### src/rtl/uart_mmio_ctrl.sv
// Memory-mapped UART controller: TX/RX byte FIFOs, DATA/STATUS/CTRL registers and a level irq.
// Define UART_LOOPBACK_EN to build the CTRL[2] loopback path from the TX sequencer into the RX FIFO.
module uart_mmio_ctrl #(
    parameter int          TX_DEPTH  = 8,
    parameter int          RX_DEPTH  = 8,
    parameter logic [63:0] BASE_ADDR = 64'h1000_0000
) (
    input  logic        clk,
    input  logic        rst,
    input  logic [63:0] bus_addr,
    input  logic        bus_wen,
    input  logic        bus_ren,
    input  logic [31:0] bus_wdata,
    output logic [31:0] bus_rdata,
    output logic [7:0]  tx_data,
    output logic        tx_en,
    input  logic        tx_busy,
    input  logic [7:0]  rx_data,
    input  logic        rx_valid,
    input  logic        rx_break,
    output logic        irq
);
    localparam int TXW = $clog2(TX_DEPTH);
    localparam int RXW = $clog2(RX_DEPTH);

    typedef enum logic [1:0] {IDLE, LOAD, WAIT_BUSY, WAIT_DONE} txState_e;

    txState_e     state_q;
    logic [7:0]   txData_q;
    logic         txEn_q;
    logic [1:0]   waitCnt_q;

    logic [7:0]   txMem [TX_DEPTH];
    logic [TXW:0] txWptr_q, txRptr_q, txCount;
    logic [7:0]   rxMem [RX_DEPTH];
    logic [RXW:0] rxWptr_q, rxRptr_q, rxCount;

    logic [1:0]   ctrl_q;
    logic         loopback;
    logic         rxOvf_q, txOvf_q, break_q;
    logic [31:0]  rdata_q, rdMux, statusWord;
    logic         irq_q;

    logic hit, wrAcc, rdAcc, wrData, wrCtrl, rdData;
    logic txEmpty, txFull, txPush, txPop;
    logic rxEmpty, rxFull, rxPush, rxPop, rxPushReq, lbPush;
    logic [7:0] rxIn, txCnt8, rxCnt8;
    logic unusedWdata;

    // A read strobe is ignored whenever a write is presented in the same cycle.
    assign hit    = (bus_addr[63:4] == BASE_ADDR[63:4]);
    assign wrAcc  = hit & bus_wen;
    assign rdAcc  = hit & bus_ren & ~bus_wen;
    assign wrData = wrAcc & (bus_addr[3:0] == 4'h0);
    assign wrCtrl = wrAcc & (bus_addr[3:0] == 4'h8);
    assign rdData = rdAcc & (bus_addr[3:0] == 4'h0);

    assign txCount = txWptr_q - txRptr_q;
    assign txEmpty = (txWptr_q == txRptr_q);
    assign txFull  = (txWptr_q[TXW] != txRptr_q[TXW]) && (txWptr_q[TXW-1:0] == txRptr_q[TXW-1:0]);
    assign txPop   = (state_q == IDLE) && !txEmpty && !tx_busy;
    assign txPush  = wrData && (!txFull || txPop);

    // In LOAD a cleared tx_en marks a byte taken for loopback rather than for uart_tx.
    assign lbPush    = (state_q == LOAD) && !txEn_q;
    assign rxPushReq = lbPush || (rx_valid && !loopback);
    assign rxIn      = lbPush ? txData_q : rx_data;
    assign rxCount   = rxWptr_q - rxRptr_q;
    assign rxEmpty   = (rxWptr_q == rxRptr_q);
    assign rxFull    = (rxWptr_q[RXW] != rxRptr_q[RXW]) && (rxWptr_q[RXW-1:0] == rxRptr_q[RXW-1:0]);
    assign rxPop     = rdData && !rxEmpty;
    assign rxPush    = rxPushReq && (!rxFull || rxPop);

    assign txCnt8     = 8'(txCount);
    assign rxCnt8     = 8'(rxCount);
    assign statusWord = {8'h00, txCnt8, rxCnt8, 1'b0, break_q, txOvf_q, rxOvf_q,
                         txEmpty && (state_q == IDLE), txEmpty, txFull, !rxEmpty};

    assign unusedWdata = ^bus_wdata[30:2];

`ifdef UART_LOOPBACK_EN
    logic lbEn_q;

    always_ff @(posedge clk or posedge rst) begin
        if (rst)         lbEn_q <= 1'b0;
        else if (wrCtrl) lbEn_q <= bus_wdata[2];
    end

    assign loopback = lbEn_q;
`else
    assign loopback = 1'b0;
`endif

    always_ff @(posedge clk or posedge rst) begin
        if (rst) begin
            txWptr_q <= '0;
            txRptr_q <= '0;
            rxWptr_q <= '0;
            rxRptr_q <= '0;
        end else begin
            if (txPush) txWptr_q <= txWptr_q + (TXW+1)'(1);
            if (txPop)  txRptr_q <= txRptr_q + (TXW+1)'(1);
            if (rxPush) rxWptr_q <= rxWptr_q + (RXW+1)'(1);
            if (rxPop)  rxRptr_q <= rxRptr_q + (RXW+1)'(1);
        end
    end

    always_ff @(posedge clk) begin
        if (txPush) txMem[txWptr_q[TXW-1:0]] <= bus_wdata[7:0];
        if (rxPush) rxMem[rxWptr_q[RXW-1:0]] <= rxIn;
    end

    always_ff @(posedge clk or posedge rst) begin
        if (rst) begin
            state_q   <= IDLE;
            txData_q  <= '0;
            txEn_q    <= 1'b0;
            waitCnt_q <= '0;
        end else begin
            txEn_q <= 1'b0;
            case (state_q)
                IDLE: begin
                    if (txPop) begin
                        state_q  <= LOAD;
                        txData_q <= txMem[txRptr_q[TXW-1:0]];
                        txEn_q   <= !loopback;
                    end
                end
                LOAD: begin
                    waitCnt_q <= '0;
                    state_q   <= txEn_q ? WAIT_BUSY : IDLE;
                end
                // A uart_tx that never raises busy is treated as having sent the byte.
                WAIT_BUSY: begin
                    if (tx_busy)                 state_q   <= WAIT_DONE;
                    else if (waitCnt_q == 2'd3)  state_q   <= IDLE;
                    else                         waitCnt_q <= waitCnt_q + 2'd1;
                end
                WAIT_DONE: begin
                    if (!tx_busy) state_q <= IDLE;
                end
                default: state_q <= IDLE;
            endcase
        end
    end

    always_comb begin
        rdMux = '0;
        case (bus_addr[3:0])
            4'h0:    if (!rxEmpty) rdMux = {24'h0, rxMem[rxRptr_q[RXW-1:0]]};
            4'h4:    rdMux = statusWord;
            4'h8:    rdMux = {29'h0, loopback, ctrl_q};
            default: rdMux = '0;
        endcase
    end

    // Sticky sets are placed after the clear so a same-cycle event is not lost.
    always_ff @(posedge clk or posedge rst) begin
        if (rst) begin
            ctrl_q  <= '0;
            rxOvf_q <= 1'b0;
            txOvf_q <= 1'b0;
            break_q <= 1'b0;
            rdata_q <= '0;
            irq_q   <= 1'b0;
        end else begin
            if (wrCtrl) begin
                ctrl_q <= bus_wdata[1:0];
                if (bus_wdata[31]) begin
                    rxOvf_q <= 1'b0;
                    txOvf_q <= 1'b0;
                    break_q <= 1'b0;
                end
            end
            if (rxPushReq && rxFull && !rxPop) rxOvf_q <= 1'b1;
            if (wrData && txFull && !txPop)    txOvf_q <= 1'b1;
            if (rx_break)                      break_q <= 1'b1;
            if (rdAcc)                         rdata_q <= rdMux;
            irq_q <= (ctrl_q[0] & !rxEmpty) | (ctrl_q[1] & txEmpty);
        end
    end

    assign bus_rdata = rdata_q;
    assign tx_data   = txData_q;
    assign tx_en     = txEn_q;
    assign irq       = irq_q;

endmodule

### config.mk
export PLATFORM = sky130hd
export DESIGN_NAME = uart_mmio_ctrl
export DESIGN_NICKNAME = d
export VERILOG_FILES = /design/src/rtl/uart_mmio_ctrl.sv
export SDC_FILE = /design/constraint.sdc
export NUM_CORES = 1
export LEC_CHECK = 0
export ABC_AREA = 1
export BUFFER_PORTS_ARGS = -buffer_cell sky130_fd_sc_hd__buf_2
export CELL_PAD_IN_SITES_DETAIL_PLACEMENT = 0
export CELL_PAD_IN_SITES_GLOBAL_PLACEMENT = 1
export CORE_MARGIN = 2
export CORE_UTILIZATION = 35
export DETAILED_ROUTE_END_ITERATION = 10
export PLACE_DENSITY_LB_ADDON = 0.1
export SLEW_MARGIN = 15
export SYNTH_ARGS = -nofsm -noshare
export SYNTH_HDL_FRONTEND = slang
export SYNTH_SLANG_ARGS = --single-unit
export TNS_END_PERCENT = 10
### constraint.sdc
create_clock -name clk -period 3.2 [get_ports clk]
set_input_delay 0.32 -clock clk [delete_from_list [all_inputs] [get_ports clk]]
set_output_delay 0.32 -clock clk [all_outputs]
set_load 0.02 [all_outputs]
* Yosys cells after proc, flatten, opt, wreduce, memory -nomap -nowiden *
Memory sizes are Yosys's and may differ from the RTL's. A register that Yosys moved wholly into a read port is not among the register bits.
Cells that the tools add are included.

cells by class
  add/subtract/negate cells = 7
  eq/ne operators = 18
  mux-type cells = 23
  bitwise operators = 10
  reduce and logical (&&, ||, !) cells = 39

operators with widths
  cell                  count
  $pmux 32 s3           1
  $eq 60x25->1 const B  1
  $add 4x1->4 const B   4
  $mux 8                2
  $mux 2                7
  $reduce_bool 2->1     7
  $logic_and 1x1->1     13
  $mux 1                11
  $and 1x1->1           8
  $eq 4x4->1            2
  $logic_not 1->1       8
  $ne 2x2->1 const B    4
  $pmux 2 s4            1
  $reduce_and 2->1      4
  $sub 4x4->4           2
  $eq 2x2->1 const B    3
  $eq 3x3->1            2
  $reduce_and 3->1      2
  $eq 4x3->1 const B    1
  $eq 4x4->1 const B    1
  $logic_not 4->1       1
  $pmux 2 s2            1
  $logic_or 1x1->1      3
  $ne 3x3->1 const B    1
  other kinds (6)       7

word-level totals
  bits in registers = 59
  bits in writable memories = 128
  bits of input ports = 111
  output and inout port bits = 42
  word-level logic and storage cells = 112
  memories kept = 2

memories
  name   depth  width  read ports  clocked after memory_dff  write ports  line  source
  rxMem  8      8      1           0                         1            35    logic [7:0] rxMem [RX_DEPTH];
  txMem  8      8      1           1                         1            33    logic [7:0] txMem [TX_DEPTH];

* Logic depth before layout (Yosys ltp) *
Gate-level depths: netlist (run 1).

  depth after elaboration = 9
  gate-level depth with buffers = 12
  depth with buffers taken out = 11

* Least setup slack after synthesis (run 1) *
No wires, ideal clock.

  path kind = flip-flop to flip-flop
  start point = reg rxRptr_q[1]
  end point = mem rxMem[2][0], enable pin
  setup time = 0.370 ns
  data arrival time = 2.131 ns
  required time = 2.830 ns
  slack = 0.699 ns
  stages on the path, launching flop included = 11
  buffers on the path = 1
  period minus slack after synthesis = 2.501 ns
  cell sequence = dfrtp_1 -> inv_2 -> clkbuf_1 -> ha_1 -> nand3_1 -> nor2_2 -> nor2_8 -> nand4_4 -> nand2_4 -> nand3_2 -> nor2_1

between the ends
  word-level cells in the longest chain between the ends = 7
  elaborated cells between the ends (all ways) = 10
  those cells by class = eq/ne (2); mux (2); reduce/logical (6)

ends and longest elaborated chain
  what                                                         line    source
  start, declared                                              36      logic [RXW:0] rxWptr_q, rxRptr_q, rxCount;
  start signal, assigned                                       104     if (rxPop) rxRptr_q <= rxRptr_q + (RXW+1)'(1);
  $eq 4x4->1 / $eq 3x3->1 (equally long branches)              69, 70
  $logic_not 1->1 / $logic_and 1x1->1 (equally long branches)  71, 70
  $logic_and 1x1->1 / $logic_not 1->1 (equally long branches)  71, 72
  $logic_or 1x1->1 (*)                                         72      assign rxPush = rxPushReq && (!rxFull || rxPop);
  $logic_and 1x1->1 (*)                                        72
  $mux 1 (*)                                                   110     if (rxPush) rxMem[rxWptr_q[RXW-1:0]] <= rxIn;
  $mux 1 (implied by the code) (*)                             110
  end, declared                                                35

Every way passes the cells marked *; elsewhere a longest branch is shown, timed or not.

* Final worst setup path (run 1) *
  start point = reg rxWptr_q[0]
  end point = mem rxMem[3][1], enable pin

between the ends
  word-level cells in the longest chain between the ends = 7
  elaborated cells between the ends (all ways) = 10
  those cells by class = eq/ne (2); mux (2); reduce/logical (6)

ends and longest elaborated chain
  what                                                         line    source
  start, declared                                              36
  start signal, assigned                                       103     if (rxPush) rxWptr_q <= rxWptr_q + (RXW+1)'(1);
  $eq 4x4->1 / $eq 3x3->1 (equally long branches)              69, 70
  $logic_not 1->1 / $logic_and 1x1->1 (equally long branches)  71, 70
  $logic_and 1x1->1 / $logic_not 1->1 (equally long branches)  71, 72
  $logic_or 1x1->1                                             72
  $logic_and 1x1->1                                            72
  $mux 1                                                       110
  $mux 1 (implied by the code)                                 110

Several ways; a longest one is shown, not always the timed one.

==> results of run 1 <==
[power by group]
| part | internal, uW | switching (uW) |
|---|---|---|
| sequential | 2890 | 160 |
| clock | 1050 | 999 |
| combinational | 556 | 1240 |
| total | 4500 | 2390 |
[cell usage in the layout, fill, tap and decap left out, types with 9 or more instances in the layout]
cell type    n
dfrtp_1     51
o22ai_1     12
nand3_1     32
o21ai_0     40
buf_2      113
nor2_1     176
buf_4       16
nor2_2      10
inv_1       37
inv_2       11
conb_1      16
nand2_1    126
clkbuf_16   17
edfxtp_1   128
o211ai_1    19
o21ai_1     50
ha_1        11
o221ai_1     9
[through the flow]
step,power [uW],cells,area (um^2)
final,6891,1264,9752
after global routing,7299,1264,9752
after CTS,6959,1263,9749
after detailed placement,4912,1231,9158
after global placement,4862,1231,9158
after floorplan,4278,826,8304
[worst paths after layout]
check                            start            end  slack (ns)
max                        rxWptr_q[0]    rxMem[3][1]        0.57
min reg2reg                    break_q        break_q        0.48
min                                rst  bus_rdata[11]        0.04
max in group asynchronous          rst    txRptr_q[0]        2.43
min in group clk              rx_break        break_q        0.08
max reg2reg                rxWptr_q[0]    rxMem[3][1]        0.57
[state kept, by name (all words and copies together) (netlist names), 2 cells and up]
name       flops
tx_data        8
rxWptr_q       4
txWptr_q       4
rxMem         64
ctrl_q         2
rxRptr_q       4
state_q        2
bus_rdata     16
waitCnt_q      2
txRptr_q       4
txMem         64
[cells in the mapped netlist (7+ instances only)]
| library cell | instances | share of area, % |
|---|---|---|
| o22ai_1 | 12 | 0.91 |
| xor2_1 | 8 | 0.85 |
| ha_1 | 11 | 1.7 |
| clkbuf_1 | 21 | 0.96 |
| dfrtp_1 | 51 | 15 |
| nor2_2 | 10 | 0.76 |
| o21ai_0 | 40 | 2.4 |
| o31ai_1 | 7 | 0.64 |
| inv_2 | 10 | 0.46 |
| nand3_1 | 32 | 1.9 |
| nand2_1 | 126 | 5.7 |
| o211ai_1 | 19 | 1.7 |
| o221ai_1 | 9 | 0.96 |
| edfxtp_1 | 128 | 47 |
| o21ai_1 | 50 | 3.0 |
| inv_1 | 38 | 1.7 |
| buf_4 | 17 | 1.5 |
| nor2_1 | 176 | 8.0 |
[layer usage]
metal	share of wire [%]	routed length [um]	track usage [%]
met5	0	0	0
met4	1.9	382	5.671
met3	2.9	592	2.781
met2	50	10250	29.05
met1	45	9294	22.06
[cells by family (layout without fill, tap and decap cells)]
kind of cell    after synthesis  in the layout  synth area share (%)
simple gates                363            363                 18.43
flops                       179            179                 62.08
xor+xnor                     12             12                 1.365
buf+inv                      91            209                 4.991
fa+ha+maj                    13             13                 2.154
other cells                   1             17               0.04547
compound gates              152            152                 10.94
[area by class of cell]
cell class	instances	area [um^2]
antenna	1	2.502
clock buffer	17	425.4
clock inverter	15	166.4
fill	2293	13580
inverter	48	180.2
multi-input combinational	556	2773
sequential	179	5120
tap	319	399.1
timing repair buffer	129	685.7
==> results.sh, run 1 <==
export IMPL_status="complete, no violations"
export IMPL_ys_seq_area_share_pct=62.08
export IMPL_grt_max_degree=36
export IMPL_clock_sinks=179
export IMPL_crit_buf_inv=1
export IMPL_drtIter0Drc=335
export IMPL_slowest_delay_ns=0.47
export IMPL_ys_types=42
export IMPL_reg2reg_depth=9
export IMPL_post_cts_setup_buffers=0
export IMPL_period_needed_ns=2.628
export IMPL_routed_wl_um=20520
export IMPL_fin_crit_sh_pct=82.12
export IMPL_worst_pin_slew_ns=0.8606
export IMPL_finalMaxSlewViolations=0
export IMPL_crit_family="simple AND/OR/NAND/NOR gates"
export IMPL_startpoint_type="flip-flop"
export IMPL_clockBufferDepth=2
export IMPL_leakagePower_uw=0.003891
export IMPL_area_growth_pct=18.23
export IMPL_drive_above_1_share_pct=20.13
export IMPL_clock_latency_ns=0.44
export IMPL_gp_congestion=0.8005
export IMPL_critical_path_slowest_cell="dfrtp_1"
export IMPL_synth_avg_cell_area_um2=10.17
export IMPL_start_util_pct=35.35
export IMPL_fin_util_pct=41.80
export IMPL_arrival_ns=2.70
export IMPL_worst_hold_slack_ns=0.04090
export IMPL_yosys_warnings=0
export IMPL_grt_pass1_vias=5923
export IMPL_drt_pass1_iter_count=5
export IMPL_ys_seq_elements=179
export IMPL_dieArea_um2=24810
export IMPL_cts_htree_levels=4
export IMPL_io_pins=153
export IMPL_critPathMaxFanout=10
export IMPL_rsz0062_at_grt="no"
export IMPL_cp_depth=9
export IMPL_cts_made_buffers=17
export IMPL_cts_root_buf="clkbuf_16"
export IMPL_pre_cts_ws_ns=0.5210
export IMPL_hold_path_class="input port to asynchronous set/reset pin"
export IMPL_final_nets=1055
export IMPL_cts_resized=0
export IMPL_grt_overflow=0
export IMPL_synth_edf_count=128
export IMPL_synthCells=811
export IMPL_grt_antenna_before_repair=1
export IMPL_drv_cap=0
export IMPL_wire_per_inst_um=16.24
export IMPL_rows=56
export IMPL_drc=0
export IMPL_cts_tree="yes"
export IMPL_fin_ws_ns=0.5720
export IMPL_finalSetupViolations=0
export IMPL_syn_area_um2=8248
export IMPL_portBuffers=113
export IMPL_hpwl_um=14550
export IMPL_die_y_um=157.5
export IMPL_slew_headroom_pct=42.42
export IMPL_powerDensity_nw_per_um2=706.6
export IMPL_peakVddDrop_mv=0.3582
export IMPL_track_usage_pct=17.02
export IMPL_die_width_um=157.5
export IMPL_critical_path_class="flip-flop to flip-flop"
export IMPL_ant_nets=0
export IMPL_crit_required_ns=3.27
export IMPL_worstPathCellList="inv_1, ha_1, nand3_1, nor2_2, nor2_8, nand4_4, nand2_4, nand2_4, nor2_2"
export IMPL_ctsHoldBuffers=0
export IMPL_hold_viol_final=0
export IMPL_path_clk_slew_ns=0.07
export IMPL_fmax_ghz=0.3805
export IMPL_ys_async_sr_fraction_pct=28.49
export IMPL_grt_pass1_wl_um=31750
export IMPL_synth_ff_type="edfxtp_1"
export IMPL_fin_skew_ns=0.01171
export IMPL_vias=6125
export IMPL_cp_end_kind="flip-flop"
export IMPL_totalNegativeSetupSlack_ns=0
export IMPL_core_um2=23330
export IMPL_vias_per_cell=4.846
Note: power is estimated with default switching activity, not from simulation.
==> inputs of run 2 (changes only) <==
- ABC_AREA: 1 -> 0
- clock period: 3.2 -> 2.2 ns (I/O delays scaled with it)
==> run 2 against run 1 <==
Critical endpoint is now rxMem[7][4]. Critical path type unchanged. Synthesized cell count is 39% lower. Largest cell class unchanged. Die area is 6.4% lower. Wire length is 11% lower.
==> results.sh, run 2 <==
export IMPL_yosysTopAreaCellShare_pct=49.85
export IMPL_die_y_um=152.4
export IMPL_synth_edf_count=128
export IMPL_fin_util_pct=45.61
export IMPL_gp_congestion=0.7958
export IMPL_dp_cells=923
export IMPL_fin_crit_sh_pct=95.97
export IMPL_critPathMaxFanout=8
export IMPL_powerDensity_nw_per_um2=1042
export IMPL_cts_htree_levels=4
export IMPL_core_um2=21760
export IMPL_total_power_uw=10340
export IMPL_start_util_pct=35.44
export IMPL_grt_pass1_wl_um=29270
export IMPL_leakagePower_uw=0.003902
export IMPL_worst_pin_slew_ns=0.7052
export IMPL_synth_largest_area_cell="edfxtp_1"
export IMPL_grt_max_degree=52
export IMPL_routed_wl_um=18330
export IMPL_critical_path_slowest_cell="or4b_4"
export IMPL_yosys_top_cells_area="edfxtp_1 50%, dfrtp_1 17%, mux4_2 9.3%"
export IMPL_cts_root_buf="clkbuf_16"
export IMPL_startpoint_type="flip-flop"
export IMPL_fin_skew_ns=0.02238
export IMPL_hold_path_class="input port to flip-flop"
export IMPL_period_needed_ns=2.111
export IMPL_area_growth_pct=28.71
export IMPL_clock_latency_ns=0.44
export IMPL_vias_per_cell=4.817
export IMPL_ys_seq_area_share_pct=66.41
export IMPL_r2r_slack_ns=0.09
export IMPL_rows=54
export IMPL_crit_required_ns=2.31
export IMPL_drive_above_1_share_pct=42.48
export IMPL_critical_path_class="flip-flop to flip-flop"
export IMPL_drc=0
export IMPL_ys_types=44
export IMPL_grt_pass1_vias=5015
export IMPL_wire_per_inst_um=19.13
export IMPL_rsz0062_at_grt="yes"
export IMPL_worstPathCellList="ha_4, nand4_1, nand2_2, o21ai_4, or4b_4, clkinvlp_4"
export IMPL_portBuffers=113
export IMPL_synth_avg_cell_area_um2=15.67
export IMPL_drt_pass1_iter_count=4
export IMPL_die_width_um=152.4
export IMPL_ys_async_sr_fraction_pct=28.49
export IMPL_final_nets=789
export IMPL_mostFrequentLayoutCells="128 x edfxtp_1, 113 x buf_2, 51 x dfrtp_1"
export IMPL_yosysMostFrequentCell="edfxtp_1"
export IMPL_yosys_warnings=0
export IMPL_totalNegativeSetupSlack_ns=0
export IMPL_hold_viol_final=0
export IMPL_cts_made_buffers=17
export IMPL_slowest_delay_ns=0.50
export IMPL_synthCells=492
export IMPL_io_pins=153
export IMPL_final_common_cell="edfxtp_1"
export IMPL_crit_family="simple AND/OR/NAND/NOR gates"
export IMPL_synth_common_cells="128 x edfxtp_1, 51 x dfrtp_1, 44 x nand2_1"
export IMPL_arrival_ns=2.22
export IMPL_syn_area_um2=7710
export IMPL_ys_seq_elements=179
export IMPL_peakVddDrop_mv=0.4562
export IMPL_num_antenna_cells=0
export IMPL_clock_sinks=179
export IMPL_hpwl_um=13180
export IMPL_ant_nets=0
export IMPL_finalSetupViolations=0
export IMPL_n_fill_cell=1940
export IMPL_grt_overflow=0
export IMPL_cp_end_kind="flip-flop"
export IMPL_drtIter0Drc=268
export IMPL_dieArea_um2=23230
export IMPL_track_usage_pct=16.68
export IMPL_synth_ff_type="edfxtp_1"
export IMPL_vias=4615
export IMPL_slew_headroom_pct=52.98
export IMPL_cts_tree="yes"
export IMPL_grt_antenna_before_repair=0
export IMPL_crit_buf_inv=1
export IMPL_finalMaxSlewViolations=0
export IMPL_final_cells=958
export IMPL_fmax_ghz=0.4736
export IMPL_clockBufferDepth=2
export IMPL_drv_cap=0
export IMPL_path_clk_slew_ns=0.07
export IMPL_status="complete, no violations"
run 2: cell types whose count changed after synthesis, sizes merged, moves of 9 or more:
cell    previous run  this run
mux2               0        14
nor2             188        12
o221ai             9         0
nor4               1        20
nand3             33         7
inv               48        13
xnor2              3        13
nand2            129        44
o22ai             12         0
o211ai            19         1
nor3               2        12
mux2i              0        15
o21ai             90        28
mux4               0        32
run 2: area by class of cell:
cell class | count | area, um^2 | share of cell area [%]
clock buffers | 18 | 429.2 | 4.325
clock inverters | 14 | 160.2 | 1.614
inverters | 13 | 57.56 | 0.5800
multi-input cells | 281 | 2648 | 26.68
flip-flops and latches | 179 | 5120 | 51.59
well taps | 280 | 350.3 | 3.530
repair buffers | 173 | 1159 | 11.68
run 2: final timing paths:
kind                              start            to  cells past startpoint
max                         rxWptr_q[1]   rxMem[7][4]                      6
min                        bus_wdata[7]   txMem[3][7]                      1
max reg2reg                 rxWptr_q[1]   rxMem[7][4]                      6
min reg2reg                bus_rdata[9]  bus_rdata[9]                      2
max in group asynchronous           rst   rxWptr_q[0]                      4
min in group asynchronous           rst  bus_rdata[6]                      4
run 2: worst register-to-register path: stages, from the launching register on:
cell and delay, ns:
dfrtp_1 0.42, ha_4 0.27, nand4_1 0.15, nand2_2 0.09, o21ai_4 0.13, or4b_4 0.50
clkinvlp_4 0.23
run 2: per-layer routing:
layer	wire [um]	track usage [%]
met3	561	3.356
met4	180	4.277
met1	8026	21.67
met5	0	0
met2	9562	28.83
run 2: timing repair:
action / CTS / global route
endpoints found under the hold margin: 26 / 0
pin swaps: 1 / 4
endpoints found under the setup margin: 16 / 53
hold buffers: 2 / 0
gates cloned: 0 / 0
buffers inserted: 1 / 0
resized for setup: 0 / 3
run 2: power breakdown:
group	internal, uW	total (uW)	switching [uW]
clock	1620	3020	1400
sequential	4200	4440	240
combinational	1310	2870	1560
total	7130	10300	3200
run 2: per-stage QoR:
| stage | hold WS (ns) | worst slack, ns | area [um^2] |
|---|---|---|---|
| finish | 0.05078 | 0.08871 | 9923 |
| detailed placement | 0.4183 | -0.1794 | 9281 |
| CTS | 0.03860 | 0.007749 | 9898 |
| global route | 0.04711 | -0.03737 | 9923 |
| floorplan | 0.3123 | -0.2207 | 8059 |
| global placement | 0.4119 | -0.1742 | 9281 |
run 2: cell families (layout without fill, tap and decap cells):
logic type,after synthesis,count (layout),synth area share [%]
adder cells (fa/ha/maj),13,13,2.304
AND/OR/NAND/NOR,124,124,8.780
AO/OA/AOI/OAI,49,49,3.830
multiplexers,61,61,13.34
other,1,16,0.04864
XOR/XNOR,18,18,2.142
buffers and inverters,47,218,3.148
flip-flops,179,179,66.41
